==> src/rtl/cla_pkg.sv <==
// Shared definitions for the sequential carry-lookahead adder.
//
// Contents:
//   state_t     - controller states (IDLE, RUN, DONE)
//   SLICE_W     - width of the shared lookahead slice (4 bits)
//   num_slices  - number of slices needed for a given operand width
//   idx_width   - width of the slice index counter (clog2 of the slice
//                 count, never less than 1)
package cla_pkg;

    typedef enum logic [1:0] {
        IDLE = 2'd0,
        RUN  = 2'd1,
        DONE = 2'd2
    } state_t;

    localparam int SLICE_W = 4;

    function automatic int num_slices(input int width);
        return width / SLICE_W;
    endfunction

    function automatic int idx_width(input int width);
        int n;
        n = width / SLICE_W;
        return (n <= 2) ? 1 : $clog2(n);
    endfunction

endpackage

==> src/rtl/cla4_cin.sv <==
// Combinational 4-bit carry-lookahead slice with carry-in.
//
// Ports:
//   a, b  [3:0] in  - slice operands
//   cin         in  - carry into bit 0
//   sum   [3:0] out - slice sum
//   cout        out - carry out of bit 3
//
// Every internal carry is written in fully expanded lookahead form, so no
// carry depends on another computed carry.
module cla4_cin (
    input  logic [3:0] a,
    input  logic [3:0] b,
    input  logic       cin,
    output logic [3:0] sum,
    output logic       cout
);

    logic [3:0] p;
    logic [3:0] g;
    logic [4:0] c;

    genvar gi;
    generate
        for (gi = 0; gi < 4; gi++) begin : g_pg
            assign p[gi] = a[gi] ^ b[gi];
            assign g[gi] = a[gi] & b[gi];
        end
    endgenerate

    assign c[0] = cin;
    assign c[1] = g[0] | (p[0] & cin);
    assign c[2] = g[1] | (p[1] & g[0]) | (p[1] & p[0] & cin);
    assign c[3] = g[2] | (p[2] & g[1]) | (p[2] & p[1] & g[0])
                | (p[2] & p[1] & p[0] & cin);
    assign c[4] = g[3] | (p[3] & g[2]) | (p[3] & p[2] & g[1])
                | (p[3] & p[2] & p[1] & g[0])
                | (p[3] & p[2] & p[1] & p[0] & cin);

    assign sum  = p ^ c[3:0];
    assign cout = c[4];

endmodule

==> src/rtl/cla_seq_adder.sv <==
// Multi-cycle wide adder built around a single shared 4-bit carry-lookahead
// slice. Operands are accepted on a valid/ready handshake, one nibble is
// added per clock (least significant slice first) with the inter-slice
// carry held in a register, and the result is offered on a second
// valid/ready handshake.
//
// Parameters:
//   WIDTH - operand/result width; multiple of 4, at least 8
//
// Ports:
//   clk        in  - rising-edge clock
//   rst        in  - synchronous reset, active-high
//   in_valid   in  - operand pair valid
//   in_ready   out - block can accept operands (IDLE only)
//   op_a       in  - addend A
//   op_b       in  - addend B
//   cin        in  - carry into slice 0
//   sub        in  - (only with CLA_SEQ_SUB_EN) subtract op_b from op_a
//   out_valid  out - result valid (DONE only)
//   out_ready  in  - consumer accepts result
//   sum        out - registered result, modulo 2^WIDTH
//   cout       out - carry out of the top slice (for subtract: 1 = no borrow)
//
// Configuration macro:
//   CLA_SEQ_SUB_EN - adds the sub port and subtract mode.
module cla_seq_adder
    import cla_pkg::*;
#(
    parameter int WIDTH = 16
) (
    input  logic             clk,
    input  logic             rst,
    input  logic             in_valid,
    output logic             in_ready,
    input  logic [WIDTH-1:0] op_a,
    input  logic [WIDTH-1:0] op_b,
    input  logic             cin,
`ifdef CLA_SEQ_SUB_EN
    input  logic             sub,
`endif
    output logic             out_valid,
    input  logic             out_ready,
    output logic [WIDTH-1:0] sum,
    output logic             cout
);

    localparam int N     = num_slices(WIDTH);
    localparam int IDX_W = idx_width(WIDTH);

    generate
        if (((WIDTH % SLICE_W) != 0) || (WIDTH < 8)) begin : g_bad_width
            $error("cla_seq_adder: WIDTH must be a multiple of 4 and >= 8");
        end
    endgenerate

    state_t             state_reg;
    logic [WIDTH-1:0]   a_reg;
    logic [WIDTH-1:0]   b_reg;
    logic               carry_reg;
    logic [IDX_W-1:0]   idx_reg;
    logic [WIDTH-1:0]   sum_reg;
    logic [WIDTH-1:0]   sum_next;
    logic               cout_reg;
    logic               in_ready_reg;
    logic               out_valid_reg;

    // Operand B and initial carry as they are latched on the accepting edge.
    // Subtraction is a + ~b + 1, so it reuses the adder datapath unchanged.
    logic [WIDTH-1:0]   b_in;
    logic               c_in;

`ifdef CLA_SEQ_SUB_EN
    assign b_in = sub ? ~op_b : op_b;
    assign c_in = sub ? 1'b1  : cin;
`else
    assign b_in = op_b;
    assign c_in = cin;
`endif

    // Split the operand registers into slices so the shared CLA can be fed
    // by a plain index mux.
    logic [SLICE_W-1:0] a_slices [N];
    logic [SLICE_W-1:0] b_slices [N];

    genvar gi;
    generate
        for (gi = 0; gi < N; gi++) begin : g_slices
            assign a_slices[gi] = a_reg[gi*SLICE_W +: SLICE_W];
            assign b_slices[gi] = b_reg[gi*SLICE_W +: SLICE_W];
        end
    endgenerate

    logic [SLICE_W-1:0] slice_a;
    logic [SLICE_W-1:0] slice_b;
    logic [SLICE_W-1:0] slice_sum;
    logic               slice_cout;

    assign slice_a = a_slices[idx_reg];
    assign slice_b = b_slices[idx_reg];

    cla4_cin u_cla4 (
        .a    (slice_a),
        .b    (slice_b),
        .cin  (carry_reg),
        .sum  (slice_sum),
        .cout (slice_cout)
    );

    // Result with the current slice written in place; committed only in RUN.
    always_comb begin
        sum_next = sum_reg;
        for (int i = 0; i < N; i++) begin
            if (idx_reg == IDX_W'(i)) begin
                sum_next[i*SLICE_W +: SLICE_W] = slice_sum;
            end
        end
    end

    always_ff @(posedge clk) begin
        if (rst) begin
            state_reg     <= IDLE;
            a_reg         <= '0;
            b_reg         <= '0;
            carry_reg     <= 1'b0;
            idx_reg       <= '0;
            sum_reg       <= '0;
            cout_reg      <= 1'b0;
            in_ready_reg  <= 1'b1;
            out_valid_reg <= 1'b0;
        end else begin
            case (state_reg)
                IDLE: begin
                    if (in_valid && in_ready_reg) begin
                        a_reg        <= op_a;
                        b_reg        <= b_in;
                        carry_reg    <= c_in;
                        idx_reg      <= '0;
                        sum_reg      <= '0;
                        in_ready_reg <= 1'b0;
                        state_reg    <= RUN;
                    end
                end
                RUN: begin
                    sum_reg   <= sum_next;
                    carry_reg <= slice_cout;
                    idx_reg   <= idx_reg + 1'b1;
                    if (idx_reg == IDX_W'(N - 1)) begin
                        cout_reg      <= slice_cout;
                        out_valid_reg <= 1'b1;
                        state_reg     <= DONE;
                    end
                end
                DONE: begin
                    // sum/cout are left untouched here and after leaving,
                    // until the next accept clears sum.
                    if (out_ready) begin
                        out_valid_reg <= 1'b0;
                        in_ready_reg  <= 1'b1;
                        state_reg     <= IDLE;
                    end
                end
                default: begin
                    out_valid_reg <= 1'b0;
                    in_ready_reg  <= 1'b1;
                    state_reg     <= IDLE;
                end
            endcase
        end
    end

    assign in_ready  = in_ready_reg;
    assign out_valid = out_valid_reg;
    assign sum       = sum_reg;
    assign cout      = cout_reg;

endmodule

==> config.mk <==
export PLATFORM = sky130hd
export DESIGN_NAME = cla_seq_adder
export DESIGN_NICKNAME = d
export VERILOG_FILES = /design/src/rtl/cla_pkg.sv /design/src/rtl/cla4_cin.sv /design/src/rtl/cla_seq_adder.sv
export SDC_FILE = /design/constraint.sdc
export NUM_CORES = 1
export LEC_CHECK = 0
export ABC_AREA = 1
export CORE_MARGIN = 2
export CORE_UTILIZATION = 45
export DETAILED_ROUTE_END_ITERATION = 8
export PLACE_DENSITY = 0.73
export SETUP_SLACK_MARGIN = 0.3
export SLEW_MARGIN = 10
export SYNTH_ARGS = -nofsm -noshare
export SYNTH_HDL_FRONTEND = slang
export SYNTH_SLANG_ARGS = --single-unit
==> constraint.sdc <==
create_clock -name clk -period 4.4 [get_ports clk]
set_input_delay 0.44 -clock clk [delete_from_list [all_inputs] [get_ports clk]]
set_output_delay 0.44 -clock clk [all_outputs]
set_load 0.005 [all_outputs]
==> run summary, run 1 <==
Die ar.: 6160 um2
max-cap violations: 0
reg-to-reg endpoint: sum[15]
combinational group share of total power: 24.9%
internal power: 831 uW
Hold Buf Count CTS: 0
largest net degree at the start of global routing: 44
cells after synthesis: 330
first-pass GRT wire length: 9.14 mm
clk root buf: clkbuf_8
Critical path origin: idx_reg[0]
Slew @ Worst Pin: 1.05 ns
Crit Path Max Fanout: 20
Sw Share: 29.7%
Psw: 351 uW
Post-CTS Resized: 0
yosys warns: 0
CP max stage delay: 0.73 ns
Cell Pwr Density: 377 nW/um2
crit path to: sum[15]
Skew-Pair Late Insertion Delay: 0.31 ns
met1 GRT Util: 23.9%
R2R Path Start: idx_reg[0]
hold path depth: 2
crit-path most repeated cell: nand2_1
H-tree Lvls: 2
peak-usage layer in the global routing report: met2
Slew Limit Fails: 0
Net count, final: 423
Core Util, Final: 57.7%
post-synthesis cell area: 2500 um2
Die H: 78.5 um
Fillers: 517
Final Hold Viols: 0
final HPWL from detailed placement: 3.80 mm
total power: 1180 uW
Seq/Total Area, Yosys: 44.9%
Routability Congestion: 0.803
met3 usage: 4.02%
core box area: 5440 um2
Routed Antenna Nets: 0
1st-pass router iterations: 4
CP Class: register to register
First DRT Iteration DRCs: 140
setup repair bufs after CTS: 0
grt total ovfl: 0
Worst-path clk slew: 0.09 ns
fin crit period: 2.61 ns
Routed wire per std cell: 12.2 um
Req. time, crit path: 4.63 ns
clock network power share: 25.1%
average size of a mapped cell: 7.56 um2
CTS tree: yes
Leak: 0.00126 uW
Peak VDD IR: 0.183 mV
Mapped Nets: 376
vias in the first global route: 2048
via count: 2291
area occupied by multi-input gates: 1210 um2
Vias/cell: 5.10
status: finished clean
# port buffers: 55
CP arrival: 2.84 ns
Die Width: 78.5 um
FF-to-FF setup slack: 1.79 ns
final setup skew: 0.00693 ns
unrepaired setup endpoints after global routing: no
sequential share of power: 49.9%
# DRC: 0
critical path launch point type: register
worst-path cell chain: inv_2 -> o21ai_0 -> o22ai_1 -> ha_1 -> or2_0 -> nand2_1 -> nand2_1 -> nand2_1 -> nand3_1 -> a21oi_1
Storage cell area: 1120 um2
fmax: 384 MHz
Total GRT Usage: 18.6%
TritonCTS buffer count: 5
Clock Sinks: 56
Hold WC Path Type: register to register
initial antenna violation count: 0
Tcrit/Tclk final: 59.2%
Setup-failing EPs final: 0
area delta synth->final: 25.8%
Slew Limit Headroom: 29.9%
FF-to-FF path depth: 10
Initial Utilization: 45.9%
CTS max path bufs: 2
ratio of cells with drive above 1 in the final layout: 5.84%
Cell Rows: 27
setup TNS: 0 ns
final wirelength: 5.50 mm
met2 Use GR: 30.6%
Yosys reg bits: 56
Ports: 56
Distinct cells, synth: 26
critical path capture point type: register
ant diodes: 0
slowest CP cell: dfxtp_1
## cell type report
type | instances | area share (%)
timing repair buffer | 55 | 17.5
multi-input combinational | 241 | 38.5
clock buffer | 7 | 3.07
tap | 72 | 2.87
sequential | 56 | 35.7
inverter | 18 | 2.31
## per-layer routing
metal / vias to the layer above / routed length [um]
li1: 1183 / -
met1: 1033 / 2620
met2: 64 / 2500
met3: 11 / 276
met4: 0 / 99
met5: - / 0
## per-stage QoR
stage / instance area [um2] / hold WS [ns] / std cells / setup slack, ns
5_1_grt: 3140 / 0.511 / 449 / 1.51
2_1_floorplan: 2500 / 0.449 / 330 / 2.51
6_report: 3140 / 0.489 / 449 / 1.79
4_1_cts: 3140 / 0.490 / 449 / 1.85
3_5_place_dp: 3040 / 0.469 / 442 / 1.87
3_3_place_gp: 3040 / 0.456 / 442 / 1.90
## critical path: cells and delay by family, from the launching register on
kind            cells  cell delay (ns)
buf+inv             1             0.29
fa+ha+maj           1             0.36
simple gates        5             0.64
flops               1             0.73
compound gates      3             0.51
## cells in the final DEF, fill, tap and decap left out, drive strengths merged, types with 7 or more instances in the layout
cell type	count
o21ai	61
dfxtp	56
nand3	9
clkbuf	7
o22ai	8
ha	8
nor2	90
inv	18
clkdlybuf4s50	55
nand2	35
a21oi	22
## kinds of logic (layout without fill, tap and decap cells)
family	after synthesis	count (layout)	share of synthesized area (%)
adder cells (fa/ha/maj)	9	9	4.81
flip-flops	56	56	44.9
AND/OR/NAND/NOR	137	137	23.7
buffers and inverters	33	80	6.62
AO/OA/AOI/OAI	95	95	20.0
## power by group through the flow
stage | clock, uW | sequential, uW | combinational (uW)
global placement | 0 | 602 | 286
global route | 318 | 597 | 332
floorplan | 0 | 593 | 199
finish | 297 | 590 | 295
CTS | 302 | 591 | 294
detailed placement | 0 | 602 | 291
## synthesized netlist by cell type, drive strengths merged
cell type	number	area [um2]
dfxtp	56	1120
nand3	9	45.0
inv	18	72.6
ha	8	100
o22ai	8	50.1
nand4	2	12.5
fa	1	20.0
a211oi	2	15.0
clkbuf	8	32.5
buf	7	60.1
nand2	35	171
or2	1	6.26
nor2	90	355
o211ai	2	15.0
a21oi	22	110
o21ai	61	309
## how the worst min path moves through the flow
stage,start,to,slack (ns)
final,a_reg[7],a_reg[7],0.49
after global routing,a_reg[6],a_reg[6],0.51
after CTS,a_reg[7],a_reg[7],0.49
after detailed placement,a_reg[6],a_reg[6],0.47
after global placement,a_reg[5],a_reg[5],0.46
after floorplan,a_reg[10],a_reg[10],0.45
Note: power is estimated with default switching activity, not from simulation.
==> inputs of run 2 (changes only) <==
==> constraint.sdc (replaced) <==
create_clock -name clk -period 2.6 [get_ports clk]
set_input_delay 0.26 -clock clk [delete_from_list [all_inputs] [get_ports clk]]
set_output_delay 0.26 -clock clk [all_outputs]
set_load 0.005 [all_outputs]
==> run 2 against run 1 <==
Against the previous run:
- register-to-register slack worse by 1.2 ns
- utilization is 0.71 points higher
- clock power is 66% higher
- power is 69% higher
- sequential cell count stayed put
- highest routed layer unchanged
- largest power group unchanged
- first-iteration DRC count is 16% lower
- final area is 1.2% higher
- clock skew hardly changed
==> run summary, run 2 (same netlist as run 1, synthesis figures left out) <==
status: finished clean
Net count, final: 428 (+1.2%)
Die ar.: 6160 um2 (unchanged)
fin crit period: 2.03 ns (-0.575 ns)
Crit Path Max Fanout: 14 (-30%)
grt total ovfl: 0 (unchanged)
initial antenna violation count: 0 (unchanged)
met1 GRT Util: 25.6% (+1.6 points)
first-pass GRT wire length: 9.46 mm (+3.5%)
final wirelength: 5.50 mm (about the same)
core box area: 5440 um2 (unchanged)
Peak VDD IR: 0.374 mV (+100%)
Tcrit/Tclk final: 78.1% (+19 points)
Cell Rows: 27 (unchanged)
Slew Limit Fails: 0 (unchanged)
clk root buf: clkbuf_8
Slew @ Worst Pin: 0.416 ns (-0.634 ns)
Clock Sinks: 56 (unchanged)
Initial Utilization: 45.9% (unchanged)
# DRC: 0 (unchanged)
Ports: 56 (unchanged)
Leak: 0.00128 uW (+2.0%)
Die Width: 78.5 um (unchanged)
vias in the first global route: 2099 (+2.5%)
Skew-Pair Late Insertion Delay: 0.30 ns (about the same)
final setup skew: 0.00655 ns (-0.000383 ns)
Routed Antenna Nets: 0 (unchanged)
setup TNS: 0 ns (unchanged)
Total GRT Usage: 19.4% (+0.84 points)
most common cell after layout, fill and taps aside: nor2_1
largest net degree at the start of global routing: 35 (-20%)
TritonCTS buffer count: 5 (unchanged)
total power: 2000 uW (+69%)
most frequent cells in the layout: nor2_1 (87), dfxtp_1 (55), clkdlybuf4s50_1 (55)
ratio of cells with drive above 1 in the final layout: 7.33% (+1.5 points)
CTS max path bufs: 2 (unchanged)
Core Util, Final: 58.5% (+0.71 points)
CP Class: register to register
peak-usage layer in the global routing report: met2
ant diodes: 0 (unchanged)
fmax: 492 MHz (+28%)
Routed wire per std cell: 12.1 um (-1.0%)
Vias/cell: 4.99 (-2.1%)
placed cells: 447 (+1.1%)
max-cap violations: 0 (unchanged)
final HPWL from detailed placement: 4.12 mm (+8.4%)
Routability Congestion: 0.900 (+12%)
Hold WC Path Type: register to register
unrepaired setup endpoints after global routing: no
met3 usage: 3.91% (-0.11 points)
Final Hold Viols: 0 (unchanged)
Setup-failing EPs final: 0 (unchanged)
1st-pass router iterations: 4 (unchanged)
area delta synth->final: 27.4%
First DRT Iteration DRCs: 118 (-16%)
Slew Limit Headroom: 72.2% (+42 points)
Fin Hold WS: 0.488 ns (-0.000818 ns)
setup repair bufs after CTS: 0 (unchanged)
Cell Pwr Density: 628 nW/um2 (+67%)
via count: 2267 (-1.0%)
# port buffers: 55 (unchanged)
Worst-path clk slew: 0.09 ns (about the same)
critical path launch point type: register
H-tree Lvls: 2 (unchanged)
met2 Use GR: 31.7% (+1.1 points)
critical path capture point type: register
Req. time, crit path: 2.84 ns (-1.79 ns)
CTS tree: yes
Final Non-Filler Cells: 454 (+1.1%)
Die H: 78.5 um (unchanged)
CP arrival: 2.27 ns (-0.57 ns)
## run 2: area by class of cell
| cell class | count | area, um2 |
|---|---|---|
| well taps | 72 | 90.1 |
| repair buffers | 60 | 588 |
| inverters | 18 | 72.6 |
| multi-input cells | 241 | 1210 |
| clock buffers | 7 | 96.3 |
| fillers | 531 | 2260 |
| flip-flops and latches | 56 | 1120 |
## run 2: layer usage
layer | up-vias | routed length, um
li1 | 1192 | -
met1 | 1031 | 2710
met2 | 39 | 2510
met3 | 5 | 198
met4 | 0 | 81
met5 | - | 0
## run 2: power by group
part | total [uW] | internal, uW | switching [uW]
clock | 493 | 238 | 255
sequential | 996 | 943 | 53.6
combinational | 507 | 233 | 273
## run 2: worst paths after layout
| path | slack, ns | endpoint | from | depth (start not counted) |
|---|---|---|---|---|
| setup / recovery | 0.57 | sum[7] | idx_reg[0] | 10 |
| hold / removal | 0.49 | a_reg[9] | a_reg[9] | 2 |
| setup reg to reg | 0.57 | sum[7] | idx_reg[0] | 10 |
| hold reg to reg | 0.49 | a_reg[9] | a_reg[9] | 2 |
## run 2: critical path, stage by stage (launching register included)
cell and delay [ns]:
dfxtp_1 0.44, buf_4 0.23, o21ai_0 0.10, o22ai_1 0.18, ha_1 0.30, or2_0 0.23, nand2_1 0.08, nand2_1 0.05
nand2_1 0.05, nand3_1 0.13, a21oi_1 0.16
## run 2: metrics by stage
step                      cell area, um2  setup slack (ns)
final                               3180             0.569
after global placement              3080             0.633
after detailed placement            3080             0.533
after CTS                           3180             0.497
after floorplan                     2500             0.710
after global routing                3180             0.305
## run 2: repair_timing
action / 4_1_cts / 5_1_grt
hold buffers: 0 / 0
resized for setup: 0 / 1
setup endpoints to repair: 0 / 7
